**src/rtl/npc_lsu.sv**
```systemverilog
// npc_lsu: single-outstanding load/store unit with alignment checking and lane steering
module npc_lsu (
  input  logic        clk,
  input  logic        rst_n,
  input  logic        req_valid,
  output logic        req_ready,
  input  logic        req_wen,
  input  logic [31:0] req_addr,
  input  logic [31:0] req_wdata,
  input  logic [1:0]  req_size,
  input  logic        req_unsigned,
  output logic        resp_valid,
  input  logic        resp_ready,
  output logic [31:0] resp_rdata,
  output logic        resp_err,
  output logic        mem_valid,
  output logic        mem_wen,
  output logic [31:0] mem_raddr,
  output logic [31:0] mem_waddr,
  output logic [31:0] mem_wdata,
  output logic [7:0]  mem_wmask,
  input  logic [31:0] mem_rdata
);
  typedef enum logic [1:0] {IDLE, ISSUE, DATA, RESP} state_t;
  state_t state, state_nx;
  logic [31:0] addr_q, st_data, sh, ld;
  logic [7:0]  st_mask;
  logic [1:0]  off, size;
  logic        uns, bad, accept, st;
  assign req_ready  = state == IDLE;
  assign mem_valid  = state == ISSUE;
  assign resp_valid = state == RESP;
  assign mem_raddr  = addr_q;
  assign mem_waddr  = addr_q;
  assign accept     = req_valid & req_ready;
  assign bad = (req_size == 2'd3) | ((req_size == 2'd1) & req_addr[0]) |
               ((req_size == 2'd2) & |req_addr[1:0]);
  assign st  = req_wen & ~bad;
  always_comb begin
    st_data = req_size == 2'd0 ? {24'b0, req_wdata[7:0]} << {req_addr[1:0], 3'b0} :
              req_size == 2'd1 ? {16'b0, req_wdata[15:0]} << {req_addr[1], 4'b0} : req_wdata;
    st_mask = req_size == 2'd0 ? 8'h01 << req_addr[1:0] :
              req_size == 2'd1 ? 8'h03 << req_addr[1:0] : 8'h0F;
    sh      = mem_rdata >> {off, 3'b0};
    ld      = size == 2'd0 ? {{24{~uns & sh[7]}}, sh[7:0]} :
              size == 2'd1 ? {{16{~uns & sh[15]}}, sh[15:0]} : sh;
  end
  always_comb begin
    state_nx = state;
    case (state)
      IDLE:    if (req_valid) state_nx = bad ? RESP : ISSUE;
      ISSUE:   state_nx = mem_wen ? RESP : DATA;
      DATA:    state_nx = RESP;
      RESP:    if (resp_ready) state_nx = IDLE;
      default: state_nx = IDLE;
    endcase
  end
  always_ff @(posedge clk or negedge rst_n) begin
    if (!rst_n) begin
      state      <= IDLE;
      addr_q     <= '0;
      off        <= '0;
      size       <= '0;
      uns        <= 1'b0;
      mem_wen    <= 1'b0;
      mem_wdata  <= '0;
      mem_wmask  <= '0;
      resp_rdata <= '0;
      resp_err   <= 1'b0;
    end else begin
      state <= state_nx;
      if (accept) begin
        addr_q     <= {req_addr[31:2], 2'b00};
        off        <= req_addr[1:0];
        size       <= req_size;
        uns        <= req_unsigned;
        mem_wen    <= st;
        mem_wdata  <= st ? st_data : '0;
        mem_wmask  <= st ? st_mask : '0;
        resp_rdata <= '0;
        resp_err   <= bad;
      end
      if (state == DATA) resp_rdata <= ld;
    end
  end
endmodule

```
**config.mk**
```make
export PLATFORM = sky130hd
export DESIGN_NAME = npc_lsu
export DESIGN_NICKNAME = d
export VERILOG_FILES = /design/src/rtl/npc_lsu.sv
export SDC_FILE = /design/constraint.sdc
export NUM_CORES = 1
export LEC_CHECK = 0
export ABC_AREA = 1
export ABC_CLOCK_PERIOD_IN_PS = 1840
export BUFFER_PORTS_ARGS = -buffer_cell sky130_fd_sc_hd__buf_4
export CAP_MARGIN = 40
export CORE_MARGIN = 2
export CORE_UTILIZATION = 44
export CTS_CLUSTER_DIAMETER = 30
export DETAILED_ROUTE_END_ITERATION = 8
export GPL_ROUTABILITY_DRIVEN = 0
export PLACE_DENSITY_LB_ADDON = 0.15
export SETUP_SLACK_MARGIN = 0.02
export SYNTH_ARGS = -nofsm -noshare
export SYNTH_HDL_FRONTEND = slang
export SYNTH_SLANG_ARGS = --single-unit
```
**constraint.sdc**
```tcl
create_clock -name clk -period 1.84 [get_ports clk]
set_clock_uncertainty 0.15 [all_clocks]
set_input_delay 0.184 -clock clk [delete_from_list [all_inputs] [get_ports clk]]
set_output_delay 0.184 -clock clk [all_outputs]
set_load 0.02 [all_outputs]
```
Word level (Yosys, flattened, before mapping)

Cells that the tools add are included.

Output and inout bits: 141
Register bits after elaboration: 111

Mux-type cells: 15
Shift operators: 5
Reduce and logical (&&, ||, !) cells: 6
Equal/unequal tests: 9
Bitwise logic cells: 10

Operators with widths:

| cell                                                               | count |
|---|---|
| 32-bit two-way mux                                                 | 7 |
| 16-bit by 5-bit left shift with 32-bit output                      | 1 |
| 8-bit by 5-bit left shift with 32-bit output                       | 1 |
| 32-bit by 5-bit right shift with 32-bit output                     | 1 |
| 8-bit two-way mux                                                  | 3 |
| 2-bit == test (second input constant)                              | 4 |
| 2-bit case mux with 4 select lines                                 | 1 |
| 1-bit by 2-bit left shift with 8-bit output (first input constant) | 1 |
| 2-bit by 2-bit left shift with 8-bit output (first input constant) | 1 |
| 1-bit bitwise AND                                                  | 6 |
| 2-bit by 1-bit == test with 1-bit output (second input constant)   | 3 |
| 2-bit zero test                                                    | 3 |
| 2-bit two-way mux                                                  | 3 |
| 2-bit by 1-bit != test with 1-bit output (second input constant)   | 1 |
| 2-bit != test (second input constant)                              | 1 |
| 1-bit NOT                                                          | 2 |
| 1-bit bitwise OR                                                   | 2 |
| 2-bit AND reduction                                                | 1 |
| 2-bit nonzero test                                                 | 1 |
| 2-bit OR reduction                                                 | 1 |
| 1-bit two-way mux                                                  | 1 |

Logic depth before layout (Yosys ltp)

Depth in word-level cells: 7
Mapped depth: 13

Worst setup path before layout

Ideal clock, no wire load.

Path type: flip-flop to flip-flop
Start: register state[0]
End: register resp_rdata[21]
Path buffers: 1
Slack: -0.004 ns
Library setup time: 0.066 ns
Stages on the path, launching flop included: 9
Required time: 1.624 ns
Arrival: 1.629 ns
Cell sequence: dfrtp_1 -> inv_1 -> ha_1 -> nand2_1 -> clkinv_1 -> nor2_2 -> clkbuf_1 -> nand2_1 -> nand2_1

Word-level cells in the longest chain between the ends: 3

RTL lines:

| element                      | line | source |
|---|---|---|
| from (decl)                  | 25   | `state_t state, state_nx;` |
| from (signal assigned)       | 71   | `state <= state_nx;` |
| 2-bit zero test              | 30   | `assign req_ready = state == IDLE;` |
| named net req_ready          | 6    | `output logic req_ready,` |
| 1-bit bitwise AND            | 35   | `assign accept = req_valid & req_ready;` |
| 2-bit nonzero test (no line) | -    |  |
| to (signal assigned)         | 83   | `if (state == DATA) resp_rdata <= ld;` |
| to (decl)                    | 14   | `output logic [31:0] resp_rdata,` |

The timed path passes the listed nets, and every way through them passes these cells.
A chain may end at the register's enable or synchronous reset.

Worst setup path in the final report

Start: register state[0]
End: register mem_wdata[3]

Word-level cells in the longest chain between the ends: 2

RTL lines:

| element              | line | source |
|---|---|---|
| 2-bit zero test      | 30   |  |
| 1-bit bitwise AND    | 35   |  |
| to (signal assigned) | 78   | `mem_wdata <= st ? st_data : '0;` |
| to (decl)            | 20   | `output logic [31:0] mem_wdata,` |

No other way between the ends.

==> qor.txt <==
Post-Synthesis Cells: 799
Cell Area, Synth: 5910 um2
Largest family of logic cells by synthesized area: simple AND/OR/NAND/NOR gates
Worst skew pair latency: 0.35 ns
Synth Area in Compound Gates: 0.117
Die H: 120 um
Post-DP HPWL: 12500 um
Fraction of synthesized area in multiplexers: 0
Final setup violation count: 0
Antenna violations before repair: 0
Fin area: 8340 um2
PD cells: 1670 nW/um2
Max incr delay on CP: 0.38 ns
Vias per cell: 4.98
Share of layout cells above drive strength 1: 0.288
Register bit total from synthesis: 108
Register area share after synthesis: 0.457
Initial core utilization: 0.448
CTS Sinks: 108
Die width: 120 um
Post-synth cell types: 28
CP arrival: 1.81 ns
Nets@finish: 1147
DR pass1 iterations: 6
P_leak: 4.58 nW
Routed wire length: 17900 um
DP Area: 7660 um2
CP endpoint kind: flop
H-Tree Level Count: 3
Core box area: 13200 um2
Most common cell after layout, fill and taps aside: nand2_1
Synth Area in Adders: 0.0190
P&R area growth vs syn: 41.1%
Post-placement setup slack: -0.109 ns
Row Count: 42
Initial DRC Count: 400
CP Max Fanout: 10
Final Total Pwr: 13.9 mW
Synth Area per Inst: 7.40 um2
XOR/XNOR Fraction of Synth Area: 0
CTS tree: built
First-pass GRT wire length: 28300 um
Syn. warnings: 0
Wire length per cell: 14.7 um
Relative slew slack: 0.609
Final hold vios: 0
Final global-route overflow total: 0
Clock Path Buffers: 2
Simple-gate share of the synthesized area: 0.297
GRT Total Usage: 0.249
DRC violations left: 0
FILL cells: 1212
Largest net degree at the start of global routing: 109
Slowest-stage cell, CP: dfrtp_1
Final worst slack: 0.128 ns
Most frequent cells in the layout: 374 x nand2_1, 264 x buf_4, 108 x dfrtp_1
Outcome: finished, final reports clean
Critical Path RT: 1.94 ns
Final ANT Viol Nets: 0
Final Max Tran Viols: 0
Port Buffers: 237
Post-CTS Setup Inserts: 0
CP Cell Sequence: inv_1 -> ha_1 -> nand2_2 -> nor2_2 -> nand2_2 -> clkinvlp_4 -> nand2_1 -> nand2_1
# diodes: 0
Fin crit share: 0.931
Die ar.: 14400 um2
Critical path type: reg -> reg
Maximum VDD drop: 0.000797 V
IO Pins: 245
Finished Core Util: 0.632
Inserted Clock Buffers: 9
CTS root buf: clkbuf_16
Hold/Removal Path Class: in -> reg
Startpoint Class: flop
Slew @ Worst Pin: 0.587 ns
Fin crit period: 1.71 ns
Vias: 6055
Clk slew on worst S/H paths: 0.08 ns
RSZ-0062 raised after global routing: yes
# Max-Cap Violations: 0
Fmax: 0.584 GHz
Vias in the first global route: 5752
worst max-delay path, delay by kind of cell, from the launching register on:
kind / cells / cell delay, ns
DFF: 1 / 0.38
buffers and inverters: 2 / 0.32
and+or+nand+nor: 5 / 0.53
adders and majority gates: 1 / 0.23
layout make-up:
type | instances | area, um2 | share of cell area
Sequential cell | 108 | 2700 | 0.324
Clock buffer | 10 | 229 | 0.0274
Timing Repair inverter | 1 | 7.51 | 0.000900
Tap cell | 176 | 220 | 0.0264
Multi-Input combinational cell | 585 | 2590 | 0.310
Clock inverter | 6 | 100 | 0.0120
Inverter | 28 | 109 | 0.0130
Timing Repair Buffer | 301 | 2380 | 0.286
stage by stage:
stage	setup TNS (ns)	hold slack, ns	cells
after floorplan	0	-0.262	805
after global placement	-0.000729	0.155	1165
after detailed placement	-1.70	0.157	1165
after CTS	0	0.0114	1214
after global routing	0	0.0411	1215
final	0	0.0193	1215
cells by family (layout without fill, tap and decap cells):
group / count (synthesis) / count (layout)
AO/OA/AOI/OAI: 128 / 128
adder cells (fa/ha/maj): 9 / 9
buffers and inverters: 112 / 346
flip-flops: 108 / 108
other: 1 / 7
AND/OR/NAND/NOR: 441 / 441
sequential cells by signal, indices dropped and copies added (netlist names):
register    count
mem_raddr      30
resp_err        1
uns             1
size            2
resp_rdata     32
mem_wdata      32
mem_wmask       5
off             2
mem_wen         1
state           2
power breakdown:
group	total [mW]	internal (mW)	switching, mW
clock	2.17	1.22	0.949
combinational	7.67	3.10	4.57
sequential	4.10	3.39	0.711
cell usage after synthesis:
cell | number | area (um2)
buf_4 | 42 | 315
o21ai_0 | 59 | 295
buf_1 | 4 | 15.0
nand2_4 | 1 | 11.3
nand3_2 | 1 | 10.0
o211ai_1 | 15 | 113
nor2_1 | 16 | 60.1
buf_2 | 19 | 95.1
clkinv_1 | 2 | 7.51
o22ai_1 | 5 | 31.3
nand2_1 | 375 | 1410
dfrtp_1 | 108 | 2700
buf_6 | 6 | 67.6
clkbuf_1 | 12 | 45.0
nand4_1 | 5 | 31.3
a21oi_1 | 32 | 160
conb_1 | 1 | 3.75
o31ai_1 | 1 | 7.51
inv_1 | 21 | 78.8
a31oi_1 | 3 | 18.8
nor2_2 | 1 | 6.26
o21ai_1 | 13 | 65.1
clkbuf_2 | 1 | 5.00
nand2_2 | 3 | 18.8
inv_2 | 5 | 18.8
nand3_1 | 38 | 190
ha_1 | 9 | 113
nor2_8 | 1 | 20.0
timing repair:
action                                  CTS  global route
hold buffers                             33             0
endpoints found under the setup margin   20            24
gates cloned                              0             1
hold endpoints to repair                140             0
pin swaps                                 0             0
gates resized for setup                   1             3
metal layers:
| metal | global-route usage | vias to the layer above | wire [um] |
|---|---|---|---|
| met5 | 0 | - | 0 |
| met4 | 0.0978 | 0 | 379 |
| met3 | 0.0371 | 30 | 1020 |
| met2 | 0.422 | 217 | 8950 |
| met1 | 0.321 | 2824 | 7540 |
| li1 | - | 2984 | - |
path summary, 6_finish.rpt:
kind,cells after the start,slack [ns],start,end
worst max register to register,8,0.13,state[0]$_DFFE_PN0P_,mem_wdata[3]$_DFFE_PN0P_
worst min-delay path,5,0.02,mem_rdata[1],resp_rdata[1]$_DFFE_PN0P_
worst min register to register,2,0.33,resp_rdata[19]$_DFFE_PN0P_,resp_rdata[19]$_DFFE_PN0P_
max in group asynchronous,3,0.80,rst_n,state[1]$_DFFE_PN0P_
worst max-delay path,8,0.13,state[0]$_DFFE_PN0P_,mem_wdata[3]$_DFFE_PN0P_
min in group asynchronous,3,0.29,rst_n,resp_rdata[8]$_DFFE_PN0P_
No activity file was read; power rests on OpenSTA's default activity.
